--- src/rtl/mem_arbiter_nch.sv ---
// Byte-serial memory controller arbitrating NUM_CH requesters onto the 8-bit RAM bus.
// Optional macro MEM_ARB_RR_EN selects round-robin arbitration instead of fixed priority.
module mem_arbiter_nch #(
    parameter int          NUM_CH       = 2,
    parameter int          ADDR_W       = 32,
    parameter logic [1:0]  IO_BASE_BITS = 2'b11
) (
    input  logic                     clk_in,
    input  logic                     rst_in,
    input  logic                     rdy_in,
    input  logic [NUM_CH-1:0]        ch_req,
    input  logic [NUM_CH-1:0]        ch_we,
    input  logic [NUM_CH*ADDR_W-1:0] ch_addr,
    input  logic [NUM_CH*32-1:0]     ch_wdata,
    input  logic [NUM_CH*2-1:0]      ch_size,
    input  logic [NUM_CH-1:0]        ch_flush,
    output logic [NUM_CH-1:0]        ch_done,
    output logic [31:0]              ch_rdata,
    input  logic [7:0]               mem_din,
    output logic [7:0]               mem_dout,
    output logic [ADDR_W-1:0]        mem_a,
    output logic                     mem_wr,
    input  logic                     io_buffer_full
);

    localparam int IDX_W = (NUM_CH > 1) ? $clog2(NUM_CH) : 1;

    typedef enum logic [2:0] {
        S_IDLE    = 3'd0,
        S_READ    = 3'd1,
        S_WRITE   = 3'd2,
        S_IO_WAIT = 3'd3,
        S_DONE    = 3'd4
    } state_t;

    state_t              state_q;
    logic [NUM_CH-1:0]   done_q;
    logic [31:0]         rdata_q;
    logic [ADDR_W-1:0]   mem_a_q;
    logic [7:0]          dout_q;
    logic                wr_q;
    logic [IDX_W-1:0]    own_q;
    logic [ADDR_W-1:0]   addr_q;
    logic [31:0]         wdata_q;
    logic [31:0]         data_q;
    logic [2:0]          nb_q;
    logic [2:0]          k_q;

    logic [NUM_CH-1:0]   cand;
    logic                gnt_valid;
    logic [IDX_W-1:0]    gnt_idx;
    logic [ADDR_W-1:0]   sel_addr;
    logic [31:0]         sel_wdata;
    logic [1:0]          sel_size;
    logic                sel_we;

    function automatic logic [2:0] size_to_bytes(input logic [1:0] s);
        case (s)
            2'd0:    size_to_bytes = 3'd1;
            2'd1:    size_to_bytes = 3'd2;
            default: size_to_bytes = 3'd4;
        endcase
    endfunction

    function automatic logic [7:0] byte_sel(input logic [31:0] d, input logic [2:0] k);
        case (k[1:0])
            2'd0:    byte_sel = d[7:0];
            2'd1:    byte_sel = d[15:8];
            2'd2:    byte_sel = d[23:16];
            default: byte_sel = d[31:24];
        endcase
    endfunction

    function automatic logic [31:0] put_byte(input logic [31:0] d, input logic [2:0] k,
                                             input logic [7:0] b);
        logic [31:0] r;
        r = d;
        case (k[1:0])
            2'd0:    r[7:0]   = b;
            2'd1:    r[15:8]  = b;
            2'd2:    r[23:16] = b;
            default: r[31:24] = b;
        endcase
        return r;
    endfunction

    function automatic logic is_io(input logic [ADDR_W-1:0] a);
        return a[17:16] == IO_BASE_BITS;
    endfunction

    // A flushing channel is never eligible, so flush wins over a same-cycle grant.
    assign cand = ch_req & ~ch_flush;

`ifdef MEM_ARB_RR_EN
    logic [IDX_W-1:0] rr_q;

    always_comb begin
        int c;
        c         = 0;
        gnt_valid = 1'b0;
        gnt_idx   = '0;
        for (int j = 0; j < NUM_CH; j++) begin
            c = int'(rr_q) + j;
            if (c >= NUM_CH) c = c - NUM_CH;
            if (!gnt_valid && cand[c]) begin
                gnt_valid = 1'b1;
                gnt_idx   = IDX_W'(c);
            end
        end
    end
`else
    always_comb begin
        gnt_valid = 1'b0;
        gnt_idx   = '0;
        for (int i = NUM_CH - 1; i >= 0; i--) begin
            if (cand[i]) begin
                gnt_valid = 1'b1;
                gnt_idx   = IDX_W'(i);
            end
        end
    end
`endif

    always_comb begin
        sel_addr  = ch_addr[ADDR_W-1:0];
        sel_wdata = ch_wdata[31:0];
        sel_size  = ch_size[1:0];
        sel_we    = ch_we[0];
        for (int i = 0; i < NUM_CH; i++) begin
            if (gnt_idx == IDX_W'(i)) begin
                sel_addr  = ch_addr[i*ADDR_W +: ADDR_W];
                sel_wdata = ch_wdata[i*32 +: 32];
                sel_size  = ch_size[i*2 +: 2];
                sel_we    = ch_we[i];
            end
        end
    end

    always_ff @(posedge clk_in) begin
        if (rst_in) begin
            state_q <= S_IDLE;
            done_q  <= '0;
            rdata_q <= '0;
            mem_a_q <= '0;
            dout_q  <= '0;
            wr_q    <= 1'b0;
            own_q   <= '0;
            addr_q  <= '0;
            wdata_q <= '0;
            data_q  <= '0;
            nb_q    <= '0;
            k_q     <= '0;
`ifdef MEM_ARB_RR_EN
            rr_q    <= '0;
`endif
        end else if (!rdy_in) begin
            // Frozen; a byte already on the bus was written at this edge, so never repeat it.
            wr_q <= 1'b0;
        end else begin
            case (state_q)
                S_IDLE: begin
                    done_q <= '0;
                    if (gnt_valid) begin
                        own_q   <= gnt_idx;
                        addr_q  <= sel_addr;
                        wdata_q <= sel_wdata;
                        nb_q    <= size_to_bytes(sel_size);
                        k_q     <= '0;
                        data_q  <= '0;
`ifdef MEM_ARB_RR_EN
                        rr_q    <= (gnt_idx == IDX_W'(NUM_CH - 1)) ? '0 : gnt_idx + 1'b1;
`endif
                        if (!sel_we) begin
                            mem_a_q <= sel_addr;
                            state_q <= S_READ;
                        end else if (is_io(sel_addr) && io_buffer_full) begin
                            state_q <= S_IO_WAIT;
                        end else begin
                            mem_a_q <= sel_addr;
                            dout_q  <= sel_wdata[7:0];
                            wr_q    <= 1'b1;
                            state_q <= S_WRITE;
                        end
                    end
                end

                // k_q counts READ edges: issue address k+1, capture byte k-1 (two-edge RAM latency).
                S_READ: begin
                    if (ch_flush[own_q]) begin
                        state_q <= S_IDLE;
                    end else begin
                        if (k_q + 3'd1 < nb_q)
                            mem_a_q <= addr_q + ADDR_W'(k_q + 3'd1);
                        if (k_q != 3'd0)
                            data_q <= put_byte(data_q, k_q - 3'd1, mem_din);
                        if (k_q == nb_q) begin
                            done_q[own_q] <= 1'b1;
                            rdata_q       <= put_byte(data_q, k_q - 3'd1, mem_din);
                            state_q       <= S_DONE;
                        end
                        k_q <= k_q + 3'd1;
                    end
                end

                // k_q is the byte currently on the bus.
                S_WRITE: begin
                    if (k_q + 3'd1 < nb_q) begin
                        if (is_io(addr_q) && io_buffer_full) begin
                            wr_q    <= 1'b0;
                            k_q     <= k_q + 3'd1;
                            state_q <= S_IO_WAIT;
                        end else begin
                            mem_a_q <= addr_q + ADDR_W'(k_q + 3'd1);
                            dout_q  <= byte_sel(wdata_q, k_q + 3'd1);
                            wr_q    <= 1'b1;
                            k_q     <= k_q + 3'd1;
                        end
                    end else begin
                        wr_q          <= 1'b0;
                        done_q[own_q] <= 1'b1;
                        state_q       <= S_DONE;
                    end
                end

                // k_q is the next byte still to be sent.
                S_IO_WAIT: begin
                    if (!io_buffer_full) begin
                        mem_a_q <= addr_q + ADDR_W'(k_q);
                        dout_q  <= byte_sel(wdata_q, k_q);
                        wr_q    <= 1'b1;
                        state_q <= S_WRITE;
                    end
                end

                S_DONE: begin
                    done_q  <= '0;
                    wr_q    <= 1'b0;
                    state_q <= S_IDLE;
                end

                default: state_q <= S_IDLE;
            endcase
        end
    end

    assign ch_done  = done_q;
    assign ch_rdata = rdata_q;
    assign mem_a    = mem_a_q;
    assign mem_dout = dout_q;
    assign mem_wr   = wr_q;

endmodule

--- config.mk ---
export PLATFORM = sky130hd
export DESIGN_NAME = mem_arbiter_nch
export DESIGN_NICKNAME = d
export VERILOG_FILES = /design/src/rtl/mem_arbiter_nch.sv
export SDC_FILE = /design/constraint.sdc
export NUM_CORES = 1
export LEC_CHECK = 0
export CORE_MARGIN = 5
export CORE_UTILIZATION = 46
export CTS_CLUSTER_DIAMETER = 150
export CTS_CLUSTER_SIZE = 20
export DETAILED_ROUTE_END_ITERATION = 8
export HOLD_SLACK_MARGIN = 0.1
export PLACE_DENSITY = 0.89
export SLEW_MARGIN = 0
export SYNTH_ARGS = -nofsm -noshare
export SYNTH_HDL_FRONTEND = slang
export SYNTH_SLANG_ARGS = --single-unit
--- constraint.sdc ---
create_clock -name clk_in -period 3.1 [get_ports clk_in]
set_clock_uncertainty 0.05 [all_clocks]
set_input_delay 0.62 -clock clk_in [delete_from_list [all_inputs] [get_ports clk_in]]
set_output_delay 0.62 -clock clk_in [all_outputs]
set_load 0.01 [all_outputs]
======== Yosys cells after proc, flatten, opt, wreduce, memory -nomap -nowiden ========
Cells that the tools add are included.
operators by class
  bitwise logic cells ..................... 5
  add/subtract/negate cells ............... 5
  equal/unequal tests ..................... 28
  magnitude comparators ................... 3
  muxes and demuxes ....................... 62
  reduce and logical (&&, ||, !) cells .... 27
operators by type and width
  operator            number
  $mux 32             13
  $pmux 32 s4         1
  $mux 8              10
  $pmux 8 s3          3
  $pmux 32 s2         1
  $add 32x3->32       1
  $add 32x4->32       1
  $mux 3              9
  $reduce_and 5->1    5
  $ne 2x2->1 const B  11
  $mux 1              14
  $pmux 3 s4          1
  $reduce_bool 3->1   4
  $eq 2x2->1 const B  5
  $mux 2              5
  $ne 3x3->1 const B  3
  $pmux 3 s3          1
  $reduce_and 9->1    1
  $eq 2x1->1 const B  4
  $logic_not 2->1     4
  $reduce_and 8->1    1
  $reduce_bool 4->1   2
  $eq 3x2->1 const B  2
  $pmux 2 s3          1
  23 further kinds    27
word-level totals
  input port bits ......................... 150
  output and inout bits ................... 75
  word-level logic and storage cells ...... 142
  flip-flop bits (word level) ............. 181

======== Longest topological paths before layout ========
  depth in word-level cells ............... 11
  depth in mapped cells ................... 12
  gate-level depth less buffers ........... 10

======== Worst setup path before layout ========
No wires, ideal clock.
  path type ............................... flip-flop to flip-flop
  start point ............................. register k_q[1]
  end point ............................... register mem_a_q[10] (netlist: mem_a[10])
  arrival time ............................ 3.001 ns
  cell stages (with the launch flop) ...... 13
  path slack .............................. -0.088 ns
  period minus slack after synthesis ...... 3.188 ns
  data required time ...................... 2.912 ns
  setup time .............................. 0.138 ns
  path buffers ............................ 4
  path through ............................ dfxtp_1 -> ha_1 -> clkbuf_1 -> buf_1 -> xor2_1 -> ha_1 -> o21ai_0 -> nand2_1 -> a21o_1 -> clkbuf_1 -> nor2_1 -> clkbuf_1 -> a211oi_1
on the way
  longest elaborated chain between the ends .. 5
  elaborated cells between the ends (all ways) .. 14
  those cells by class .................... add/sub: 4; order compare: 1; eq/ne: 2; mux: 6; reduce/logical: 1
ends and longest elaborated chain
  what                        RTL line  text
  start: declaration          47        logic [2:0] k_q;
  start signal: assignment    201       k_q <= k_q + 3'd1;
  start signal: assignment    210       k_q <= k_q + 3'd1;
  start signal: assignment    216       k_q <= k_q + 3'd1;
  $add 3x1->4                 193, 213
  $add 32x4->32               193, 213
  $mux 32 (on tied branches)  208, 192
  $mux 32 (on tied branches)  207, 189
  $pmux 32 s4                 160       case (state_q)
  end signal: assignment      174       mem_a_q <= sel_addr;
  end signal: assignment      193       mem_a_q <= addr_q + ADDR_W'(k_q + 3'd1);
  end signal: assignment      213       mem_a_q <= addr_q + ADDR_W'(k_q + 3'd1);
  end: declaration            39        logic [ADDR_W-1:0] mem_a_q;
Several ways; a longest one is shown, not always the timed one. The select of a mux whose other input is x is not followed.
A chain may end at the register's enable or synchronous reset.

======== Final worst setup path ========
  start point ............................. register k_q[0]
  end point ............................... register mem_a_q[11] (netlist: mem_a[11])
Same word-level chain as after synthesis.

==> results.md <==
| Metric | Value | Unit |
|:---|:---|:---|
| Class of the most critical hold timing path | in2reg | - |
| Most frequently used flop master after synthesis | sky130_fd_sc_hd__dfxtp_1 | - |
| Post-DP HPWL | 26800 | microns |
| CP required | 3430 | ps |
| Routed via count divided by cell count | 6.26 | - |
| Clock edge transition at the registers on the reported setup and hold paths | 80 | ps |
| Status | finished, final reports clean | - |
| Power density cells | 496 | nW/um^2 |
| Number of global-route vias before repair | 10400 | - |
| Highest net fanout along the worst path | 9 | - |
| Clock tree from TritonCTS | yes | - |
| Compound-gate portion of the synthesized area | 0.269 | - |
| Number of cell rows | 54 | - |
| Post-synthesis mux area share | 0.0760 | - |
| Final max-slew violation count | 0 | - |
| Final setup viols | 0 | - |
| Hold Crit Depth | 2 | - |
| H-tree Lvls | 4 | - |
| Overflow left after global routing | 0 | - |
| Count of flip-flops with a built-in enable after synthesis | 0 | - |
| Achievable frequency | 0.350 | GHz |
| Number of buffer cells added on primary ports | 224 | - |
| Number of buffers created by CTS | 17 | - |
| Post-synthesis register bit count | 181 | - |
| GRT met2 Usage | 0.449 | - |
| Final non-filler cell total | 1719 | - |
| Area inside the core boundary | 21800 | sq um |
| Vertical die dimension | 159 | microns |
| Sinks on Clock Net | 181 | - |
| Number of distinct standard cells referenced by the synthesized netlist | 84 | - |
| Async SR Flop Fraction | 0 | - |
| Simple-gate area share of the yosys netlist | 0.199 | - |
| Worst reg2reg path depth | 9 | - |
| Worst Setup Path Type | reg2reg | - |
| CP cell instances | inv_1 > ha_1 > ha_1 > nor2b_1 > o21ai_1 > nand2_1 > a21o_1 > a2111oi_0 > a32o_1 | - |
| DRC Markers | 0 | - |
| Leak Pwr | 0.00489 | uW |
| Final Wtd Congestion | 0.981 | - |
| Met3 demand-to-capacity share in global routing | 0.0508 | - |
| Number of iterations in the first detailed-routing pass | 7 | - |
| Worst rel slew slack | 0.437 | - |
| Post-route cell area | 13400 | sq um |
| Worst slack at placement | 197 | ps |
| Worst setup SP type | register | - |
| Part of the cycle the worst path needs | 0.921 | - |
| Fraction of post-synthesis cell area in the top cell type by area | 0.357 | - |
| Hold Worst Slack | 392 | ps |
| Max capacitance violation total | 0 | - |
| End point of the most critical hold path | mem_a[1] | - |
| Stage delay of the slowest cell on the critical path | 470 | ps |
| Actual slew at the worst max-slew pin | 843 | ps |
| Number of buffer and inverter stages on the critical path | 1 | - |
| Crit end category | register | - |
| Unrepaired setup endpoints after global routing | false | - |
| Maximum number of pins on one net before global-route repair | 97 | - |
| Fraction of final layout cells sized beyond drive strength 1 | 0.0855 | - |
| Via count | 10800 | - |
| First-iteration detailed-routing DRC count | 1066 | - |
| Peak-usage layer in the global routing report | met2 | - |
| Startpoint of the worst hold path | rst_in | - |
| Met1 track demand over resource | 0.372 | - |
| Routed len/inst | 21.0 | microns |
| Die width | 159 | microns |
| Data arrival, critical path | 3190 | ps |
| Area of the die | 25200 | sq um |
| Top cell by count, worst path | sky130_fd_sc_hd__ha_1 | - |
| Top delay family on crit path | compound AO/OA/AOI/OAI gates | - |
| Area grow syn2layout | 31.7 | % |
| Yosys warnings | 0 | - |
| Setup slack of the worst register-to-register path | 250 | ps |
| Number of buffers inserted for hold repair after clock tree synthesis | 0 | - |
| Nets | 1593 | - |
| Number of nets still failing antenna checks after routing | 0 | - |
| Reg-to-reg critical path endpoint | mem_a[11] | - |
| Clock network latency to the later pin of the worst-skew pair | 440 | ps |
| Number of diodes added for antenna fixing | 0 | - |
| Setup TNS Final | 0 | ps |
| Clk root buf | sky130_fd_sc_hd__clkbuf_16 | - |
| Global Route Usage Sum | 0.280 | - |
| Maximum buffer depth of the clock tree | 2 | - |
| Largest family of logic cells by synthesized area | compound AO/OA/AOI/OAI gates | - |
| Global-route wire length before repair | 55600 | microns |
| Crit path setup slack, layout | 246 | ps |
| Worst-path cell with the longest stage delay | sky130_fd_sc_hd__a2111oi_0 | - |
| Worst vdd ir | 0.364 | mV |
| Final Hold Vio Count | 0 | - |
| Number of instances in the synthesized netlist | 1246 | - |
| Placed cell count | 1687 | - |
| Fillers | 1904 | - |
| Xor/xnor share of the synthesized area | 0.0172 | - |
| Cell area after technology mapping | 10200 | sq um |
| Post-Synth Adder-Cell Area | 0.0224 | - |
| Starting utilization of the core area | 0.467 | - |
| Portion of the post-synthesis area used by sequential elements | 0.357 | - |
| Antenna violations before repair | 0 | - |
| Drt total wl | 36200 | microns |
| Post-Place Cell Area | 12800 | sq um |
| Startpoint of the most critical register-to-register path | k_q[0] | - |
| Synthesized Nets | 1413 | - |
| Clock period minus worst slack | 2850 | ps |
| Main area contributors after synthesis | sky130_fd_sc_hd__dfxtp_1 (36%), sky130_fd_sc_hd__mux2i_1 (7.5%), sky130_fd_sc_hd__nor2_1 (7.1%) | - |
| Mean Syn Cell Area | 8.15 | sq um |
| Most area-hungry cell type in the Yosys netlist | sky130_fd_sc_hd__dfxtp_1 | - |
| Count of boundary I/O pins | 225 | - |
-- logic make-up (layout without fill, tap and decap cells) --
logic type / after synthesis / after routing
multiplexers: 77 / 77
AND/OR/NAND/NOR: 437 / 437
AO/OA/AOI/OAI: 372 / 372
adder cells (fa/ha/maj): 17 / 17
XOR/XNOR: 20 / 20
flip-flops: 181 / 181
buffers and inverters: 142 / 335
-- per-layer routing --
layer,routed length (microns),up-vias
li1,-,4984
met1,14900,5103
met2,16700,597
met3,3480,83
met4,1100,0
met5,0,-
-- where the power goes --
group | switching, uW | total [uW] | leakage, uW | internal (uW)
clock | 1130 | 2240 | 0.000297 | 1110
combinational | 900 | 1670 | 0.00312 | 775
sequential | 217 | 2730 | 0.00147 | 2510
total | 2250 | 6640 | 0.00489 | 4390
-- cells in the final DEF, fill, tap and decap left out, types with 22 or more instances in the layout --
| master | n |
|---|---|
| sky130_fd_sc_hd__dfxtp_1 | 181 |
| sky130_fd_sc_hd__o21ai_0 | 28 |
| sky130_fd_sc_hd__a22oi_1 | 40 |
| sky130_fd_sc_hd__buf_4 | 47 |
| sky130_fd_sc_hd__nand2_1 | 113 |
| sky130_fd_sc_hd__a311oi_1 | 36 |
| sky130_fd_sc_hd__a21oi_1 | 67 |
| sky130_fd_sc_hd__mux2i_1 | 76 |
| sky130_fd_sc_hd__nor3_1 | 22 |
| sky130_fd_sc_hd__nand3_1 | 25 |
| sky130_fd_sc_hd__a211oi_1 | 87 |
| sky130_fd_sc_hd__clkdlybuf4s50_1 | 223 |
| sky130_fd_sc_hd__inv_1 | 23 |
| sky130_fd_sc_hd__nor2_1 | 190 |
-- worst max-delay path by stage --
stage               startpoint        end  slack, ps  cells after the start
floorplan               k_q[1]  mem_a[10]         90                     12
global placement     ch_req[1]  mem_a[21]        240                      7
detailed placement   ch_req[1]  mem_a[21]        200                      7
CTS                     k_q[0]  mem_a[11]        190                      9
global route            k_q[0]  mem_a[11]        150                      9
finish                  k_q[0]  mem_a[11]        250                      9
-- what timing repair did --
| action | in CTS | in global routing |
|---|---|---|
| resized for setup | 0 | 3 |
| endpoints found under the setup margin | 0 | 2 |
| setup buffers | 0 | 0 |
-- registers in the layout (all words and copies together) (netlist names), 8 cells and up --
name / cells
addr_q: 32
ch_rdata: 32
data_q: 32
mem_a: 32
wdata_q: 32
mem_dout: 8
-- per-stage QoR --
stage,total power [uW],util
after floorplan,3630,-
after global placement,4370,0.586
after detailed placement,4410,0.586
after CTS,6620,0.615
after global routing,6880,0.615
final,6640,0.615
-- cells in the mapped netlist, types with 7 or more instances --
library cell / count
sky130_fd_sc_hd__nor2_1: 192
sky130_fd_sc_hd__dfxtp_1: 181
sky130_fd_sc_hd__nand2_1: 114
sky130_fd_sc_hd__a211oi_1: 87
sky130_fd_sc_hd__mux2i_1: 76
sky130_fd_sc_hd__a21oi_1: 69
sky130_fd_sc_hd__clkbuf_1: 62
sky130_fd_sc_hd__a22oi_1: 40
sky130_fd_sc_hd__a311oi_1: 36
sky130_fd_sc_hd__buf_2: 31
sky130_fd_sc_hd__o21ai_0: 29
sky130_fd_sc_hd__nand3_1: 25
sky130_fd_sc_hd__inv_1: 23
sky130_fd_sc_hd__nor3_1: 22
sky130_fd_sc_hd__a222oi_1: 17
sky130_fd_sc_hd__nand4_1: 16
sky130_fd_sc_hd__ha_1: 15
sky130_fd_sc_hd__buf_1: 13
sky130_fd_sc_hd__xor2_1: 11
sky130_fd_sc_hd__and2_1: 10
sky130_fd_sc_hd__o32ai_1: 10
sky130_fd_sc_hd__buf_4: 9
sky130_fd_sc_hd__o211ai_1: 9
sky130_fd_sc_hd__xnor2_1: 9
sky130_fd_sc_hd__o22a_1: 8
sky130_fd_sc_hd__a21o_1: 7
sky130_fd_sc_hd__and3_1: 7
sky130_fd_sc_hd__nor4_1: 7
-- layout make-up --
class / instances / area (sq um) / share of cell area
sequential: 181 / 3620 / 0.271
multi-input combinational: 923 / 5950 / 0.444
clock buffer: 17 / 425 / 0.0318
tap: 280 / 350 / 0.0262
inverter: 25 / 93.8 / 0.00701
timing repair buffer: 278 / 2750 / 0.205
clock inverter: 15 / 198 / 0.0148
Note: power is estimated with default switching activity, not from simulation.
